**src/rtl/morse_encoder.sv**
```systemverilog
`default_nettype none
// ============================================================================
//  Module      : morse_encoder
//  Description : Accepts one ASCII character at a time and emits its
//                International Morse code as one-cycle dot/dash pulses,
//                followed by an end-of-character or word-separator pulse and
//                a programmable idle gap. Unsupported characters raise err.
//  Revision    : 1.0 - initial release
// ============================================================================
module morse_encoder #(
   parameter int ELEM_GAP = 1,
   parameter int CHAR_GAP = 3,
   parameter int WORD_GAP = 7
) (
   input  logic       clk,
   input  logic       rst,
   input  logic [7:0] char_in,
   input  logic       char_valid,
   output logic       char_ready,
   output logic       dot_out,
   output logic       dash_out,
   output logic       char_space_out,
   output logic       word_space_out,
   output logic       err
);

   localparam logic [2:0] S_IDLE   = 3'd0;
   localparam logic [2:0] S_SYM    = 3'd1;
   localparam logic [2:0] S_EGAP   = 3'd2;
   localparam logic [2:0] S_CSPACE = 3'd3;
   localparam logic [2:0] S_CWAIT  = 3'd4;
   localparam logic [2:0] S_WSPACE = 3'd5;
   localparam logic [2:0] S_WWAIT  = 3'd6;
   localparam logic [2:0] S_ERR    = 3'd7;

   // The gap counter is loaded with gap-1 on entry to a wait state and the
   // state is left on the cycle the counter reads zero, giving exactly
   // "gap" idle cycles.
   localparam logic [3:0] c_elem_load = (ELEM_GAP > 0) ? 4'(ELEM_GAP - 1) : 4'd0;
   localparam logic [3:0] c_char_load = (CHAR_GAP > 0) ? 4'(CHAR_GAP - 1) : 4'd0;
   localparam logic [3:0] c_word_load = (WORD_GAP > 0) ? 4'(WORD_GAP - 1) : 4'd0;

   logic [2:0] r_state;
   logic [2:0] w_next;
   logic [2:0] r_sym_cnt;
   logic [3:0] r_gap_cnt;
   logic [2:0] r_len;
   logic [4:0] r_pat;
   logic [7:0] w_folded;
   logic [8:0] w_code;
   logic       w_is_space;
   logic       w_accept;
   logic       w_last;

   // {supported, length, pattern}; pattern is left-justified, MSB is the
   // first symbol sent, 1 = dash, 0 = dot.
   function automatic logic [8:0] morse_code(input logic [7:0] ch);
      logic [8:0] code;
      code = 9'd0;
      case (ch)
         "A": code = {1'b1, 3'd2, 5'b01000};
         "B": code = {1'b1, 3'd4, 5'b10000};
         "C": code = {1'b1, 3'd4, 5'b10100};
         "D": code = {1'b1, 3'd3, 5'b10000};
         "E": code = {1'b1, 3'd1, 5'b00000};
         "F": code = {1'b1, 3'd4, 5'b00100};
         "G": code = {1'b1, 3'd3, 5'b11000};
         "H": code = {1'b1, 3'd4, 5'b00000};
         "I": code = {1'b1, 3'd2, 5'b00000};
         "J": code = {1'b1, 3'd4, 5'b01110};
         "K": code = {1'b1, 3'd3, 5'b10100};
         "L": code = {1'b1, 3'd4, 5'b01000};
         "M": code = {1'b1, 3'd2, 5'b11000};
         "N": code = {1'b1, 3'd2, 5'b10000};
         "O": code = {1'b1, 3'd3, 5'b11100};
         "P": code = {1'b1, 3'd4, 5'b01100};
         "Q": code = {1'b1, 3'd4, 5'b11010};
         "R": code = {1'b1, 3'd3, 5'b01000};
         "S": code = {1'b1, 3'd3, 5'b00000};
         "T": code = {1'b1, 3'd1, 5'b10000};
         "U": code = {1'b1, 3'd3, 5'b00100};
         "V": code = {1'b1, 3'd4, 5'b00010};
         "W": code = {1'b1, 3'd3, 5'b01100};
         "X": code = {1'b1, 3'd4, 5'b10010};
         "Y": code = {1'b1, 3'd4, 5'b10110};
         "Z": code = {1'b1, 3'd4, 5'b11000};
         "0": code = {1'b1, 3'd5, 5'b11111};
         "1": code = {1'b1, 3'd5, 5'b01111};
         "2": code = {1'b1, 3'd5, 5'b00111};
         "3": code = {1'b1, 3'd5, 5'b00011};
         "4": code = {1'b1, 3'd5, 5'b00001};
         "5": code = {1'b1, 3'd5, 5'b00000};
         "6": code = {1'b1, 3'd5, 5'b10000};
         "7": code = {1'b1, 3'd5, 5'b11000};
         "8": code = {1'b1, 3'd5, 5'b11100};
         "9": code = {1'b1, 3'd5, 5'b11110};
         default: code = 9'd0;
      endcase
      return code;
   endfunction

   // Lowercase letters share the uppercase table entries.
   assign w_folded   = (char_in >= 8'h61 && char_in <= 8'h7A) ? (char_in - 8'h20) : char_in;
   assign w_code     = morse_code(w_folded);
   assign w_is_space = (char_in == 8'h20);
   assign w_accept   = char_valid && char_ready;
   assign w_last     = ((r_sym_cnt + 3'd1) == r_len);

   // State register.
   always_ff @(posedge clk) begin
      if (rst) r_state <= S_IDLE;
      else     r_state <= w_next;
   end

   // Next-state logic.
   always_comb begin
      w_next = r_state;
      case (r_state)
         S_IDLE: begin
            if (w_accept) begin
               if (w_is_space)     w_next = S_WSPACE;
               else if (w_code[8]) w_next = S_SYM;
               else                w_next = S_ERR;
            end
         end
         S_SYM: begin
            if (w_last)             w_next = S_CSPACE;
            else if (ELEM_GAP == 0) w_next = S_SYM;
            else                    w_next = S_EGAP;
         end
         S_EGAP:   if (r_gap_cnt == 4'd0) w_next = S_SYM;
         S_CSPACE: w_next = (CHAR_GAP == 0) ? S_IDLE : S_CWAIT;
         S_CWAIT:  if (r_gap_cnt == 4'd0) w_next = S_IDLE;
         S_WSPACE: w_next = (WORD_GAP == 0) ? S_IDLE : S_WWAIT;
         S_WWAIT:  if (r_gap_cnt == 4'd0) w_next = S_IDLE;
         S_ERR:    w_next = S_IDLE;
         default:  w_next = S_IDLE;
      endcase
   end

   // Captured code, symbol counter and gap counter.
   always_ff @(posedge clk) begin
      if (rst) begin
         r_len     <= 3'd0;
         r_pat     <= 5'd0;
         r_sym_cnt <= 3'd0;
         r_gap_cnt <= 4'd0;
      end else begin
         if (w_accept) begin
            r_len     <= w_code[7:5];
            r_pat     <= w_code[4:0];
            r_sym_cnt <= 3'd0;
         end else if (r_state == S_SYM) begin
            r_sym_cnt <= r_sym_cnt + 3'd1;
            r_pat     <= {r_pat[3:0], 1'b0};
         end

         if (r_state != S_EGAP && w_next == S_EGAP)
            r_gap_cnt <= c_elem_load;
         else if (r_state != S_CWAIT && w_next == S_CWAIT)
            r_gap_cnt <= c_char_load;
         else if (r_state != S_WWAIT && w_next == S_WWAIT)
            r_gap_cnt <= c_word_load;
         else if (r_gap_cnt != 4'd0)
            r_gap_cnt <= r_gap_cnt - 4'd1;
      end
   end

   // Moore outputs decoded from the state; ready is held low during reset.
   always_comb begin
      char_ready     = 1'b0;
      dot_out        = 1'b0;
      dash_out       = 1'b0;
      char_space_out = 1'b0;
      word_space_out = 1'b0;
      err            = 1'b0;
      case (r_state)
         S_IDLE:   char_ready = !rst;
         S_SYM: begin
            dot_out  = !r_pat[4];
            dash_out = r_pat[4];
         end
         S_CSPACE: char_space_out = 1'b1;
         S_WSPACE: word_space_out = 1'b1;
         S_ERR:    err = 1'b1;
         default:  ;
      endcase
   end

endmodule
`default_nettype wire

```
**config.mk**
```make
export PLATFORM = sky130hd
export DESIGN_NAME = morse_encoder
export DESIGN_NICKNAME = d
export VERILOG_FILES = /design/src/rtl/morse_encoder.sv
export SDC_FILE = /design/constraint.sdc
export NUM_CORES = 1
export LEC_CHECK = 0
export BUFFER_PORTS_ARGS = -buffer_cell sky130_fd_sc_hd__buf_2
export CAP_MARGIN = 20
export CORE_MARGIN = 3
export CORE_UTILIZATION = 50
export CTS_BUF_LIST = sky130_fd_sc_hd__clkbuf_4
export DETAILED_ROUTE_END_ITERATION = 16
export PLACE_DENSITY = 0.75
export SETUP_SLACK_MARGIN = 0.1
export SYNTH_ARGS = -nofsm -noshare
export SYNTH_HDL_FRONTEND = slang
export SYNTH_SLANG_ARGS = --single-unit
```
**constraint.sdc**
```tcl
create_clock -name clk -period 2.9 [get_ports clk]
set_input_delay 0.29 -clock clk [delete_from_list [all_inputs] [get_ports clk]]
set_output_delay 0.29 -clock clk [all_outputs]
set_load 0.05 [all_outputs]
```
==> reports/summary.txt <==
Run status: completed
Chain of cells forming the critical path: buf_2 -> inv_1 -> ha_1 -> or4b_4 -> o22ai_2 -> nand2_2 -> a211o_1 -> a311o_1 -> o22ai_2
Fraction of synthesis flops using an asynchronous set or reset pin: 0
Pre-Repair DR Iteration Count: 4
Fraction of power spent switching nets: 0.380
CTS buffer count: 3
Count of H-tree levels built during CTS: 1
Die footprint: 3900 sq um
Die Wd: 62.4 microns
Power density of the placed cells: 376 nW/um^2
Average cell area after synthesis: 7.34 sq um
Final critical path time including I/O delays and setup: 2160 ps
Setup WS post-layout: 745 ps
Clock Power Share: 0.198
Cell with the biggest individual delay on the critical path: sky130_fd_sc_hd__or4b_4
DRT antenna net count: 0
Count of max-cap constraint violations: 0
PnR Total Power: 0.000644 W
Signed area change from the synthesized netlist to the final layout: 7.54%
Top flip-flop cell by instance count after synthesis: sky130_fd_sc_hd__dfxtp_1
Final WL: 3.65 mm
Share of the core filled with cells in the final layout: 0.591
Tightest slew margin relative to the limit: 0.512
Depth of the worst register-to-register path: 5
Number of I/O port buffers: 16
Reg power frac: 0.442
Leading cell type in the layout, fill and taps excluded: sky130_fd_sc_hd__nor2_1
Capturing instance or port of the critical path: r_pat[3]
Post-place setup slack: 441 ps
Vias in the first global route: 1399
GPL Wtd Cong: 0.857
Resize count post-CTS: 0
Final nets: 246
Transition time at the pin with the least slew margin: 725 ps
CP Class: in -> reg
Register-to-register setup slack: 1030 ps
Number of max-slew violations in the final report: 0
Critical Path RT: 3130 ps
Lkg Pwr: 0.700 nW
Number of antenna violations at the first check in global routing: 0
Sum of negative setup slack: 0 ps
NetSw: 0.000244 W
Post-route clock skew: 1.90 ps
Vertical extent of the die: 62.4 microns
Share of cells above drive strength 1: 0.129
Post-detailed-placement half-perimeter wirelength: 2.78 mm
Final setup vio count: 0
Initial drt markers: 97
Master cell of the clock root buffer: sky130_fd_sc_hd__clkbuf_4
Share of the yosys chip area belonging to registers: 0.226
Min-Delay Startpoint: rst
Number of clock sinks: 18
Aggregate global routing overflow: 0
Vias per cell: 5.73
Buffer depth of the longest clock path: 2
DR WL/cell: 13.7 microns
Inserted Diodes: 0
Non-filler cells, final: 267
Remaining DRCs: 0
Post-synthesis cell type count: 47
CTS clock-pin slew for the worst setup and hold paths: 100 ps
Buffer count from post-CTS setup fixing: 0
Part of the power in combinational logic: 0.359
Clock latency reported for the late side of the worst-skew pair: 290 ps
Share of the clock period used by the worst path after layout: 0.743
Cell Count Post-Placement: 263
Placeable Area: 2900 sq um
Count of pins on the block boundary: 17
GR Util All Layers: 0.190
Endpoint kind of the worst setup timing path: register
Flops & latches, synth: 18
Post-synthesis instance total: 217
Number of nets produced by synthesis: 237
CP Data Arrival Time: 2380 ps
Maximum number of pins on one net before global-route repair: 33
Largest fanout of any net on the critical path: 6
Largest voltage drop on the vdd net: 0.144 mV
Effective utilization at floorplan: 0.549
Most Frequent Cell on Critical Path: sky130_fd_sc_hd__o22ai_2
RSZ-0062 raised after global routing: false
First-pass GRT wire length: 6.24 mm
CP max stage delay: 490 ps
Top library cells by usage in the layout, fill and taps aside: sky130_fd_sc_hd__nor2_1, sky130_fd_sc_hd__a21oi_1, sky130_fd_sc_hd__nand2_1, sky130_fd_sc_hd__dfxtp_1, sky130_fd_sc_hd__buf_2
# rows: 19
Number of hold buffers added after CTS: 0
Kind of launch point of the worst setup path: input pin
Final Hold Violating Endpoints: 0
Critical register-to-register path startpoint: r_state[2]
Capture point of the worst reg-to-reg path: r_pat[3]
Min-delay worst type: in -> reg
Internal portion of total power: 0.000399 W
Vias: 1531
Count of flip-flops with a built-in enable after synthesis: 0
Clock tree from TritonCTS: yes
Synth warn: 0
Critical path origin: char_in[0]
Cell area after synthesis: 1590 sq um
Peak clock frequency supported by timing: 0.464 GHz
-- Yosys cell counts (all sizes together) (2+ instances only) --
cell type  number  area [sq um]
nor2           26          97.6
a21oi          25           125
nand2          20          80.1
dfxtp          18           360
o21ai          13          65.1
ha              9           113
inv             9          33.8
clkbuf          8          30.0
nand2b          7          43.8
nor3            6          30.0
a211oi          5          37.5
buf             5          22.5
mux2i           5          50.1
nor2b           5          31.3
o22ai           4          37.5
xnor2           4          35.0
xor2            4          35.0
a311oi          3          26.3
nand3           3          15.0
nor4            3          18.8
o211ai          3          22.5
a211o           2          17.5
a31oi           2          12.5
and2            2          12.5
and3            2          12.5
nand3b          2          15.0
nand4b          2          17.5
nor3b           2          15.0
o21bai          2          15.0
o31ai           2          15.0
or4b            2          23.8
-- cell families after synthesis --
logic type                 after synthesis  synth area share
muxes                                    6            0.0456
buffers and inverters                   22            0.0542
DFF                                     18             0.226
adders and majority gates                9            0.0707
and+or+nand+nor                         84             0.274
xor gates and xnor gates                 8            0.0440
AOI/OAI and AO/OA                       70             0.285
-- critical path: cells and delay by family --
kind | cells | cell delay (ps)
fa+ha+maj | 1 | 250
buf+inv | 2 | 270
simple gates | 2 | 610
compound gates | 4 | 970
-- power groups by stage --
stage | Clock (W) | Combinational [W] | Sequential, W
floorplan | 0 | 0.000184 | 0.000284
global placement | 0 | 0.000229 | 0.000290
detailed placement | 0 | 0.000228 | 0.000291
CTS | 0.000129 | 0.000230 | 0.000285
global route | 0.000140 | 0.000258 | 0.000290
finish | 0.000128 | 0.000231 | 0.000285
-- sequential cells by signal, summed over array words and instances (netlist names) --
register   cells
r_gap_cnt      4
r_len          3
r_pat          5
r_state        3
r_sym_cnt      3
-- worst min path at each step --
stage,cells after the start,slack (ps),end
after detailed placement,2,460,r_sym_cnt[1]
after global placement,2,460,r_sym_cnt[1]
after global routing,2,280,r_state[2]
after CTS,2,260,r_pat[0]
final,2,270,r_pat[0]
after floorplan,2,440,r_gap_cnt[3]
-- area by class of cell --
class / count / area [sq um]
clock buffer: 3 / 22.5
multi-input combinational: 177 / 1150
tap: 42 / 52.6
clock inverter: 1 / 3.75
inverter: 9 / 33.8
timing repair buffer: 17 / 87.6
fill: 283 / 1190
sequential: 18 / 360
-- routing by layer --
layer	GRT usage	up-vias	part of all wire
li1	-	810	-
met4	0.0744	0	0.010
met2	0.318	40	0.48
met1	0.249	677	0.47
met5	0	-	0
met3	0.0180	4	0.033
-- stage by stage --
step / cell area [sq um] / hold slack, ps
6_report: 1710 / 266
5_1_grt: 1710 / 278
4_1_cts: 1710 / 258
3_5_place_dp: 1690 / 461
3_3_place_gp: 1690 / 455
2_1_floorplan: 1600 / 436
(Power assumes the default switching activity.)
